### src/rtl/decoder_rr_scheduler.sv
// Round-robin owner selection for the shared 3-to-8 decoder datapath.
// One owner at a time, bounded dwell, and a one-cycle settle gap between owners.
module decoder_rr_scheduler #(
  parameter int unsigned MAX_HOLD = 100,
  localparam int unsigned CW = $clog2(MAX_HOLD + 1)
) (
  input  logic       clk,
  input  logic       rst_n,
  input  logic [7:0] req,
  input  logic       done,
  output logic [2:0] da,
  output logic [7:0] gnt,
  output logic       busy,
  output logic       timeout
);

  typedef enum logic [1:0] {S_IDLE, S_GRANT, S_GAP} state_t;

  state_t        state_q, state_d;
  logic [2:0]    da_q, da_d;
  logic [7:0]    gnt_q, gnt_d;
  logic          busy_q, busy_d;
  logic          timeout_q, timeout_d;
  logic [2:0]    ptr_q, ptr_d;
  logic [CW-1:0] cnt_q, cnt_d;

  logic       hit;
  logic [2:0] idx;
  logic [2:0] cand;
  logic       rel_evt;
  logic       at_lim;
  logic       release_now;

  // Scan from the highest offset down so the lowest offset from ptr wins.
  always_comb begin
    hit  = 1'b0;
    idx  = 3'd0;
    cand = 3'd0;
    for (int i = 7; i >= 0; i--) begin
      cand = ptr_q + 3'(i);
      if (req[cand]) begin
        idx = cand;
        hit = 1'b1;
      end
    end
  end

  assign rel_evt     = done | ~req[da_q];
  assign at_lim      = (cnt_q == CW'(MAX_HOLD - 1));
  assign release_now = rel_evt | at_lim;

  always_ff @(posedge clk or negedge rst_n) begin
    if (!rst_n) state_q <= S_IDLE;
    else        state_q <= state_d;
  end

  always_comb begin
    state_d = state_q;
    case (state_q)
      S_IDLE:  if (hit) state_d = S_GRANT;
      S_GRANT: if (release_now) state_d = S_GAP;
      S_GAP:   state_d = hit ? S_GRANT : S_IDLE;
      default: state_d = S_IDLE;
    endcase
  end

  always_comb begin
    da_d      = da_q;
    gnt_d     = gnt_q;
    busy_d    = busy_q;
    timeout_d = 1'b0;
    ptr_d     = ptr_q;
    cnt_d     = cnt_q;
    case (state_q)
      S_GRANT: begin
        cnt_d = cnt_q + CW'(1);
        if (release_now) begin
          gnt_d     = 8'd0;
          busy_d    = 1'b0;
          ptr_d     = da_q + 3'd1;
          cnt_d     = '0;
          // A coincident done/req-drop counts as a normal release.
          timeout_d = at_lim & ~rel_evt;
        end
      end
      default: begin
        gnt_d  = 8'd0;
        busy_d = 1'b0;
        if (hit) begin
          da_d   = idx;
          gnt_d  = 8'b1 << idx;
          busy_d = 1'b1;
          cnt_d  = '0;
        end
      end
    endcase
  end

  always_ff @(posedge clk or negedge rst_n) begin
    if (!rst_n) begin
      da_q      <= 3'd0;
      gnt_q     <= 8'd0;
      busy_q    <= 1'b0;
      timeout_q <= 1'b0;
      ptr_q     <= 3'd0;
      cnt_q     <= '0;
    end else begin
      da_q      <= da_d;
      gnt_q     <= gnt_d;
      busy_q    <= busy_d;
      timeout_q <= timeout_d;
      ptr_q     <= ptr_d;
      cnt_q     <= cnt_d;
    end
  end

  assign da      = da_q;
  assign gnt     = gnt_q;
  assign busy    = busy_q;
  assign timeout = timeout_q;

endmodule

### config.mk
export PLATFORM = sky130hd
export DESIGN_NAME = decoder_rr_scheduler
export DESIGN_NICKNAME = d
export VERILOG_FILES = /design/src/rtl/decoder_rr_scheduler.sv
export SDC_FILE = /design/constraint.sdc
export NUM_CORES = 1
export LEC_CHECK = 0
export BUFFER_PORTS_ARGS = -buffer_cell sky130_fd_sc_hd__clkbuf_2
export CORE_MARGIN = 2
export CORE_UTILIZATION = 53
export CTS_BUF_LIST = sky130_fd_sc_hd__clkbuf_8 sky130_fd_sc_hd__clkbuf_16
export DETAILED_ROUTE_END_ITERATION = 7
export GPL_TIMING_DRIVEN = 0
export PLACE_DENSITY = 0.86
export SLEW_MARGIN = 5
export SYNTH_ARGS = -nofsm -noshare
export SYNTH_HDL_FRONTEND = slang
export SYNTH_SLANG_ARGS = --single-unit
### constraint.sdc
create_clock -name clk -period 3.4 [get_ports clk]
set_clock_uncertainty 0.05 [all_clocks]
set_input_delay 0.68 -clock clk [delete_from_list [all_inputs] [get_ports clk]]
set_output_delay 0.68 -clock clk [all_outputs]
set_load 0.005 [all_outputs]
==> qor.json, run 1 <==
{
  "cts.path.max_buffers": 2,
  "final_number_of_max_transition_violations": 0,
  "ant_nets": 0,
  "crit_startpoint": "ptr_q[0]$_DFFE_PN0P_",
  "post_synth_instance_area_um2": 2026,
  "ctsHtreeMaxLevel": 1,
  "route.detailed.vias_per_inst": 6.465,
  "cp.required_ns": 3.51,
  "setup-violations-final": 0,
  "layout-area-overhead-vs-synth_pct": 19.09,
  "antenna_diodes": 0,
  "synth_cell_types": 54,
  "timing.critical_path.buf_inv": 3,
  "rsz0062_at_grt": "false",
  "most_used_dff_post_synth": "sky130_fd_sc_hd__dfrtp_1",
  "synth_edf_count": 0,
  "final_layout_size_suffix_gt1_frac": 0.3125,
  "timing.final.crit_period_ns": 3.274,
  "hold_viol_final": 0,
  "grt_pass1_vias": 1672,
  "cts_made_buffers": 3,
  "grt_antenna_before_repair": 0,
  "wirelength_um": 4941,
  "maxCapViolations": 0,
  "placement_rows": 22,
  "cts.reportedPaths.clkPinSlew_ns": 0.08,
  "rr_startpoint": "ptr_q[0]$_DFFE_PN0P_",
  "wire_length_of_the_first_global_routing_pass_um": 7921,
  "hold_class": "input pin to asynchronous set/reset pin",
  "whs_ns": 0.3502,
  "tightestPinTransition_ns": 0.5942,
  "drtIter0Drc": 107,
  "instances_no_fill": 288,
  "worst_ep_arrival_ns": 3.38,
  "outcome": "complete, no violations",
  "crit_path_max_fanout": 10,
  "gr-total-overflow": 0,
  "irDropWorstVdd_mv": 0.7716,
  "path_class": "flip-flop to flip-flop",
  "crit_path_cell_trace": "buf_8, buf_6, inv_2, ha_4, mux4_2, mux2_2, a32oi_1, a222oi_1, o31ai_4, a21oi_1, a32o_1",
  "layout_worst_path_cycle_share": 0.9629,
  "detailed_place_hpwl_um": 3450,
  "clock_root_cell": "sky130_fd_sc_hd__clkbuf_8",
  "global_route.usage.total": 0.2362,
  "synth_seq_cells": 25,
  "port-buffer-count": 23,
  "die_width_um": 65.82,
  "static-leakage-power_nw": 1.037,
  "wire_per_inst_um": 17.16,
  "timing.critical_path.max_delay_family": "compound AO/OA/AOI/OAI gates",
  "route.detailed.drc": 0,
  "floorplan.io_pins": 24,
  "clock_latency_ns": 0.27,
  "cts_num_sinks": 25,
  "placed_instances": 273,
  "nFillCells": 265,
  "timing.max_slew.rel_slack": 0.6038,
  "critPathSlowestCell": "sky130_fd_sc_hd__mux4_2",
  "grt_max_degree": 26,
  "design.core.area_um2": 3661,
  "die-area_um2": 4332,
  "yosys_warnings": 0,
  "start_util": 0.5533,
  "floorplan.die.height_um": 65.82,
  "critical_path.endpoint_type": "flip-flop",
  "max_frequency_mhz": 305.4,
  "power_density_nw_per_um2": 1226,
  "critical-path-max-stage-delay_ns": 0.62,
  "critical_path.startpoint_type": "flip-flop",
  "synthesized_area_divided_by_synthesized_cell_count_um2": 10.03,
  "fin_nets": 256,
  "totalNegativeSetupSlack_ns": 0,
  "gp_routability_congestion": 0.9290,
  "ys_async_sr_fraction": 1.000,
  "syn_nets": 217,
  "holdBufCountCts": 0,
  "synth_cells": 202,
  "drt-pass1-iter-count": 4,
  "routed_via_count": 1862,
  "tritoncts": "done",
  "synth_sequential_area_ratio": 0.3088
}
==> cells in the final DEF, fill, tap and decap left out, types with 3 or more instances in the layout <==
master,Yosys,layout
sky130_fd_sc_hd__nand2_1,15,15
sky130_fd_sc_hd__ha_1,4,3
sky130_fd_sc_hd__nor2_1,15,15
sky130_fd_sc_hd__a22oi_1,3,3
sky130_fd_sc_hd__a32o_1,9,9
sky130_fd_sc_hd__a21oi_1,8,6
sky130_fd_sc_hd__mux2i_1,12,11
sky130_fd_sc_hd__nand4_1,5,5
sky130_fd_sc_hd__nand2b_1,3,3
sky130_fd_sc_hd__o21ai_0,6,6
sky130_fd_sc_hd__clkbuf_2,0,24
sky130_fd_sc_hd__inv_1,7,7
sky130_fd_sc_hd__clkbuf_8,0,3
sky130_fd_sc_hd__dfrtp_1,25,25
sky130_fd_sc_hd__mux4_2,11,11
sky130_fd_sc_hd__buf_4,1,11
sky130_fd_sc_hd__xor2_1,7,7
sky130_fd_sc_hd__mux2_2,7,7
sky130_fd_sc_hd__clkbuf_1,5,4
sky130_fd_sc_hd__and3_1,6,5
sky130_fd_sc_hd__nand3_1,8,8
sky130_fd_sc_hd__xnor2_1,3,3
==> state kept, by name, summed over array words and instances, names as in the netlist <==
| register | count |
|---|---|
| ptr_q | 3 |
| gnt | 8 |
| state_q | 2 |
| timeout | 1 |
| da | 3 |
| busy | 1 |
| cnt_q | 7 |
==> power by group <==
part,switching (W),leakage [nW],internal [W]
combinational,0.00123,0.684,0.00110
clock,0.0000902,0.0255,0.0000819
sequential,0.0000746,0.327,0.000383
total,0.00139,1.04,0.00156
==> path summary, 6_finish.rpt <==
| path | to | slack (ns) | cells after the start |
|---|---|---|---|
| worst max-delay path | gnt[7]$_DFFE_PN0P_ | 0.13 | 11 |
| worst min-delay path | cnt_q[3]$_DFFE_PN0P_ | 0.35 | 1 |
| worst max register to register | gnt[7]$_DFFE_PN0P_ | 0.13 | 11 |
| worst min register to register | busy$_DFFE_PN0P_ | 0.44 | 1 |
| max in group asynchronous | busy$_DFFE_PN0P_ | 2.56 | 1 |
| min in group clk | busy$_DFFE_PN0P_ | 0.44 | 1 |
==> routing by layer <==
layer / track usage / vias up / routed length [um]
met5: 0 / - / 0
met1: 0.3307 / 911 / 2128
met3: 0.04429 / 10 / 272
met4: 0.05729 / 0 / 76
li1: - / 862 / -
met2: 0.3801 / 79 / 2463
==> kinds of logic after synthesis <==
group                    Yosys count  synth area share
buffers and inverters             18           0.04077
multiplexers                      32            0.2329
AND/OR/NAND/NOR                   64            0.1594
flip-flops                        25            0.3088
AO/OA/AOI/OAI                     49            0.1903
adder cells (fa/ha/maj)            4           0.02471
XOR/XNOR                          10           0.04324
==> cell usage after synthesis (2+ instances only) <==
cell | n | area (um2)
sky130_fd_sc_hd__a2111oi_0 | 2 | 17.52
sky130_fd_sc_hd__a21o_1 | 2 | 15.01
sky130_fd_sc_hd__a21oi_1 | 8 | 40.04
sky130_fd_sc_hd__a22oi_1 | 3 | 22.52
sky130_fd_sc_hd__a311o_1 | 2 | 20.02
sky130_fd_sc_hd__a32o_1 | 9 | 90.09
sky130_fd_sc_hd__and2_1 | 2 | 12.51
sky130_fd_sc_hd__and3_1 | 6 | 37.54
sky130_fd_sc_hd__buf_2 | 3 | 15.01
sky130_fd_sc_hd__clkbuf_1 | 5 | 18.77
sky130_fd_sc_hd__dfrtp_1 | 25 | 625.6
sky130_fd_sc_hd__ha_1 | 4 | 50.05
sky130_fd_sc_hd__inv_1 | 7 | 26.28
sky130_fd_sc_hd__mux2_2 | 7 | 78.83
sky130_fd_sc_hd__mux2i_1 | 12 | 120.1
sky130_fd_sc_hd__mux4_2 | 11 | 247.7
sky130_fd_sc_hd__nand2_1 | 15 | 56.30
sky130_fd_sc_hd__nand2b_1 | 3 | 18.77
sky130_fd_sc_hd__nand3_1 | 8 | 40.04
sky130_fd_sc_hd__nand4_1 | 5 | 31.28
sky130_fd_sc_hd__nor2_1 | 15 | 56.30
sky130_fd_sc_hd__nor4_1 | 2 | 12.51
sky130_fd_sc_hd__o21ai_0 | 6 | 30.03
sky130_fd_sc_hd__o21ai_1 | 2 | 10.01
sky130_fd_sc_hd__xnor2_1 | 3 | 26.28
sky130_fd_sc_hd__xor2_1 | 7 | 61.31
==> repair_timing <==
item,4_1_cts,5_1_grt
pin swaps,2,4
setup buffers,6,5
gates resized for setup,6,12
endpoints found under the setup margin,8,17
endpoints found under the hold margin,0,0
==> layout make-up <==
type	count	area, um2	area share
multi-input cells	159	1385	0.5742
flip-flops and latches	25	625.6	0.2593
repair buffers	34	197.7	0.08195
plain buffers	10	67.56	0.02801
well taps	48	60.06	0.02490
clock buffers	3	41.29	0.01712
inverters	8	30.03	0.01245
clock inverters	1	5.005	0.002075
==> worst reg2reg max path, cell delays in order, from the launching register on <==
cell                       delay, ns
sky130_fd_sc_hd__dfrtp_1        0.40
sky130_fd_sc_hd__buf_8          0.14
sky130_fd_sc_hd__buf_6          0.15
sky130_fd_sc_hd__inv_2          0.09
sky130_fd_sc_hd__ha_4           0.28
sky130_fd_sc_hd__mux4_2         0.63
sky130_fd_sc_hd__mux2_2         0.31
sky130_fd_sc_hd__a32oi_1        0.23
sky130_fd_sc_hd__a222oi_1       0.19
sky130_fd_sc_hd__o31ai_4        0.32
sky130_fd_sc_hd__a21oi_1        0.11
sky130_fd_sc_hd__a32o_1         0.27
==> stage by stage <==
stage	utilization	cell area, um2	setup slack (ns)	power (W)
6_report	0.6589	2412	0.1260	0.002958
5_1_grt	0.6589	2412	0.04122	0.003160
2_1_floorplan	-	2026	0.2078	0.001977
3_5_place_dp	0.6012	2201	-0.1463	0.002377
3_3_place_gp	0.6012	2201	-0.1087	0.002330
4_1_cts	0.6316	2312	0.04958	0.002698
Power figures use the tool's default switching activity.
==> run 2, diff against run 1 <==
--- a/config.mk
+++ b/config.mk
@@ -6,12 +6,15 @@
 export NUM_CORES = 1
 export LEC_CHECK = 0
 export BUFFER_PORTS_ARGS = -buffer_cell sky130_fd_sc_hd__clkbuf_2
+export CELL_PAD_IN_SITES_DETAIL_PLACEMENT = 1
+export CELL_PAD_IN_SITES_GLOBAL_PLACEMENT = 1
 export CORE_MARGIN = 2
-export CORE_UTILIZATION = 53
+export CORE_UTILIZATION = 41
 export CTS_BUF_LIST = sky130_fd_sc_hd__clkbuf_8 sky130_fd_sc_hd__clkbuf_16
 export DETAILED_ROUTE_END_ITERATION = 7
 export GPL_TIMING_DRIVEN = 0
 export PLACE_DENSITY = 0.86
+export RECOVER_POWER = 25
 export SLEW_MARGIN = 5
 export SYNTH_ARGS = -nofsm -noshare
 export SYNTH_HDL_FRONTEND = slang
==> run 2 against run 1 <==
Maximum frequency fell by 2.9%. Routed wire length increased by 19%. Utilization down 15 points. Sequential cell count stayed put. Final cell count up 6.6%. Power increased by 0.93%. First-iteration DRC count decreased by 32%. Combinational power hardly changed. Clock power is 2% higher. Setup slack lost 0.097 ns. Global-route usage decreased by 2.0 points. Critical path type unchanged. Largest cell class unchanged.
==> qor.json, run 2 (synthesized netlist as in run 1, its figures left out) <==
{
  "outcome": {"value": "complete, no violations", "change": "unchanged"},
  "ant_nets": {"value": 0, "change": "unchanged"},
  "port-buffer-count": {"value": 23, "change": "unchanged"},
  "floorplan.die.height": {"value": 74.29, "unit": "um", "change": "was 65.82 um"},
  "crit_path_max_fanout": {"value": 6, "change": "was 10"},
  "timing.final.crit_period": {"value": 3.371, "unit": "ns", "change": "was 3.274 ns"},
  "timing.critical_path.buf_inv": {"value": 2, "change": "was 3"},
  "grt_pass1_vias": {"value": 1862, "change": "was 1672"},
  "layout.cells.most_common": {"value": "sky130_fd_sc_hd__dfrtp_1", "change": "unchanged"},
  "grt_antenna_before_repair": {"value": 0, "change": "unchanged"},
  "cts.reportedPaths.clkPinSlew": {"value": 0.09, "unit": "ns", "change": "was 0.08 ns"},
  "clock_root_cell": {"value": "sky130_fd_sc_hd__clkbuf_8", "change": "unchanged"},
  "worst_ep_arrival": {"value": 3.49, "unit": "ns", "change": "was 3.38 ns"},
  "maxCapViolations": {"value": 0, "change": "unchanged"},
  "ctsHtreeMaxLevel": {"value": 1, "change": "unchanged"},
  "routed_via_count": {"value": 1870, "change": "was 1862"},
  "global_route.usage.total": {"value": 0.2159, "change": "was 0.2362"},
  "clock_latency": {"value": 0.27, "unit": "ns", "change": "about the same"},
  "whs": {"value": 0.4352, "unit": "ns", "change": "was 0.3502 ns"},
  "detailed_place_hpwl": {"value": 4171, "unit": "um", "change": "was 3450 um"},
  "wirelength": {"value": 5866, "unit": "um", "change": "was 4941 um"},
  "setup-violations-final": {"value": 0, "change": "unchanged"},
  "wire_length_of_the_first_global_routing_pass": {"value": 9246, "unit": "um", "change": "was 7921 um"},
  "cts_made_buffers": {"value": 3, "change": "unchanged"},
  "critPathSlowestCell": {"value": "sky130_fd_sc_hd__mux4_2", "change": "unchanged"},
  "critical_path.startpoint_type": {"value": "flip-flop", "change": "unchanged"},
  "timing.critical_path.max_delay_family": {"value": "compound AO/OA/AOI/OAI gates", "change": "unchanged"},
  "timing.max_slew.rel_slack": {"value": 0.08009, "change": "was 0.6038"},
  "layout_worst_path_cycle_share": {"value": 0.9916, "change": "was 0.9629"},
  "crit_path_cell_trace": {"value": "clkbuf_4, clkinvlp_4, ha_4, mux4_2, a21boi_2, nand3b_1, a222oi_1, o31ai_4, and3_1, a32o_1", "change": "was buf_8, buf_6, inv_2, ha_4, mux4_2, mux2_2, a32oi_1, a222oi_1, o31ai_4, a21oi_1, a32o_1"},
  "gp_routability_congestion": {"value": 0.8699, "change": "was 0.9290"},
  "fin_total_pwr": {"value": 0.002985, "unit": "W", "change": "was 0.002958 W"},
  "antenna_diodes": {"value": 0, "change": "unchanged"},
  "worstReg2RegEnd": {"value": "gnt[4]$_DFFE_PN0P_", "change": "was gnt[7]$_DFFE_PN0P_"},
  "critical-path-max-stage-delay": {"value": 0.59, "unit": "ns", "change": "was 0.62 ns"},
  "cts_num_sinks": {"value": 25, "change": "unchanged"},
  "totalNegativeSetupSlack": {"value": 0, "unit": "ns", "change": "unchanged"},
  "start_util": {"value": 0.4261, "change": "was 0.5533"},
  "r2r_slack": {"value": 0.03, "unit": "ns", "change": "was 0.13 ns"},
  "placed_instances": {"value": 292, "change": "was 273"},
  "worstSetupPathDepth": {"value": 10, "change": "was 11"},
  "design.core.area": {"value": 4755, "unit": "um2", "change": "was 3661 um2"},
  "final_number_of_max_transition_violations": {"value": 0, "change": "unchanged"},
  "max_frequency": {"value": 296.6, "unit": "MHz", "change": "was 305.4 MHz"},
  "power_density": {"value": 1235, "unit": "nW/um2", "change": "was 1226 nW/um2"},
  "instances_no_fill": {"value": 307, "change": "was 288"},
  "irDropWorstVdd": {"value": 0.6886, "unit": "mV", "change": "was 0.7716 mV"},
  "largest_register_ff_count": {"value": 8, "change": "unchanged"},
  "hold_critical_path_depth": 1,
  "crit_startpoint": {"value": "ptr_q[1]$_DFFE_PN0P_", "change": "was ptr_q[0]$_DFFE_PN0P_"},
  "fin_nets": {"value": 256, "change": "unchanged"},
  "final_core_util": {"value": 0.5084, "change": "was 0.6589"},
  "tightestPinTransition": {"value": 1.380, "unit": "ns", "change": "was 0.5942 ns"},
  "die-area": {"value": 5519, "unit": "um2", "change": "was 4332 um2"},
  "route.detailed.vias_per_inst": {"value": 6.091, "change": "was 6.465"},
  "critical_path.endpoint_type": {"value": "flip-flop", "change": "unchanged"},
  "nFillCells": {"value": 575, "change": "was 265"},
  "die_width": {"value": 74.29, "unit": "um", "change": "was 65.82 um"},
  "route.detailed.drc": {"value": 0, "change": "unchanged"},
  "rr_startpoint": {"value": "ptr_q[1]$_DFFE_PN0P_", "change": "was ptr_q[0]$_DFFE_PN0P_"},
  "grt_max_degree": {"value": 26, "change": "unchanged"},
  "drtIter0Drc": {"value": 73, "change": "was 107"},
  "tritoncts": {"value": "done", "change": "unchanged"},
  "cts.path.max_buffers": {"value": 2, "change": "unchanged"},
  "cp.required": {"value": 3.52, "unit": "ns", "change": "was 3.51 ns"},
  "wire_per_inst": {"value": 19.11, "unit": "um", "change": "was 17.16 um"},
  "placement_rows": {"value": 25, "change": "was 22"},
  "static-leakage-power": {"value": 1.035, "unit": "nW", "change": "was 1.037 nW"},
  "reg2regPathDepth": {"value": 10, "change": "was 11"},
  "gr-total-overflow": {"value": 0, "change": "unchanged"},
  "layout.cells.most_common_list": {"value": "sky130_fd_sc_hd__dfrtp_1, sky130_fd_sc_hd__clkbuf_2, sky130_fd_sc_hd__nor2_1, sky130_fd_sc_hd__nand2_1", "change": "unchanged"},
  "final_layout_size_suffix_gt1_frac": {"value": 0.3042, "change": "was 0.3125"},
  "path_class": {"value": "flip-flop to flip-flop", "change": "unchanged"},
  "drt-pass1-iter-count": {"value": 4, "change": "unchanged"},
  "hold_viol_final": {"value": 0, "change": "unchanged"},
  "layout-area-overhead-vs-synth": {"value": 19.33, "unit": "%", "change": "was 19.09%"},
  "floorplan.io_pins": {"value": 24, "change": "unchanged"},
  "hold_class": {"value": "flip-flop to flip-flop", "change": "was input pin to asynchronous set/reset pin"},
  "crit_path_end": {"value": "gnt[4]$_DFFE_PN0P_", "change": "was gnt[7]$_DFFE_PN0P_"},
  "holdBufCountCts": {"value": 0, "change": "unchanged"}
}
run 2: area by class of cell:
cell class | instances | area [um2] | area share
multi-input combinational | 159 | 1364 | 0.5642
buffer | 9 | 61.31 | 0.02536
inverter | 8 | 33.78 | 0.01398
clock inverter | 1 | 3.754 | 0.001553
tap | 67 | 83.83 | 0.03468
timing repair buffer | 35 | 203.9 | 0.08437
sequential | 25 | 625.6 | 0.2588
clock buffer | 3 | 41.29 | 0.01708
run 2: timing repair:
action	in CTS	in global routing
buffers inserted	4	8
setup endpoints to repair	10	15
pin swaps	2	1
resized for setup	7	11
run 2: worst min path at each step:
stage / startpoint / slack, ns / endpoint
final: busy$_DFFE_PN0P_ / 0.44 / busy$_DFFE_PN0P_
after CTS: rst_n / 0.38 / cnt_q[5]$_DFFE_PN0P_
after floorplan: rst_n / 0.33 / busy$_DFFE_PN0P_
after global placement: busy$_DFFE_PN0P_ / 0.41 / busy$_DFFE_PN0P_
after detailed placement: busy$_DFFE_PN0P_ / 0.42 / busy$_DFFE_PN0P_
after global routing: gnt[3]$_DFFE_PN0P_ / 0.46 / gnt[3]$_DFFE_PN0P_
run 2: layer usage:
layer	track usage	wire (um)
met5	0	0
met4	0.05357	91
met3	0.03659	195
met2	0.3562	2987
met1	0.2982	2590
run 2: through the flow:
step	area (um2)	setup slack [ns]
2_1_floorplan	2026	0.2078
3_3_place_gp	2225	-0.1621
3_5_place_dp	2225	-0.2691
4_1_cts	2325	0.008362
5_1_grt	2417	-0.09359
6_report	2417	0.02856
run 2: power breakdown:
group / leakage, nW / internal, W / total, W / switching (W)
Clock: 0.0269 / 0.0000810 / 0.000176 / 0.0000948
Combinational: 0.681 / 0.00106 / 0.00235 / 0.00129
Sequential: 0.327 / 0.000383 / 0.000457 / 0.0000736
Total: 1.04 / 0.00152 / 0.00299 / 0.00146
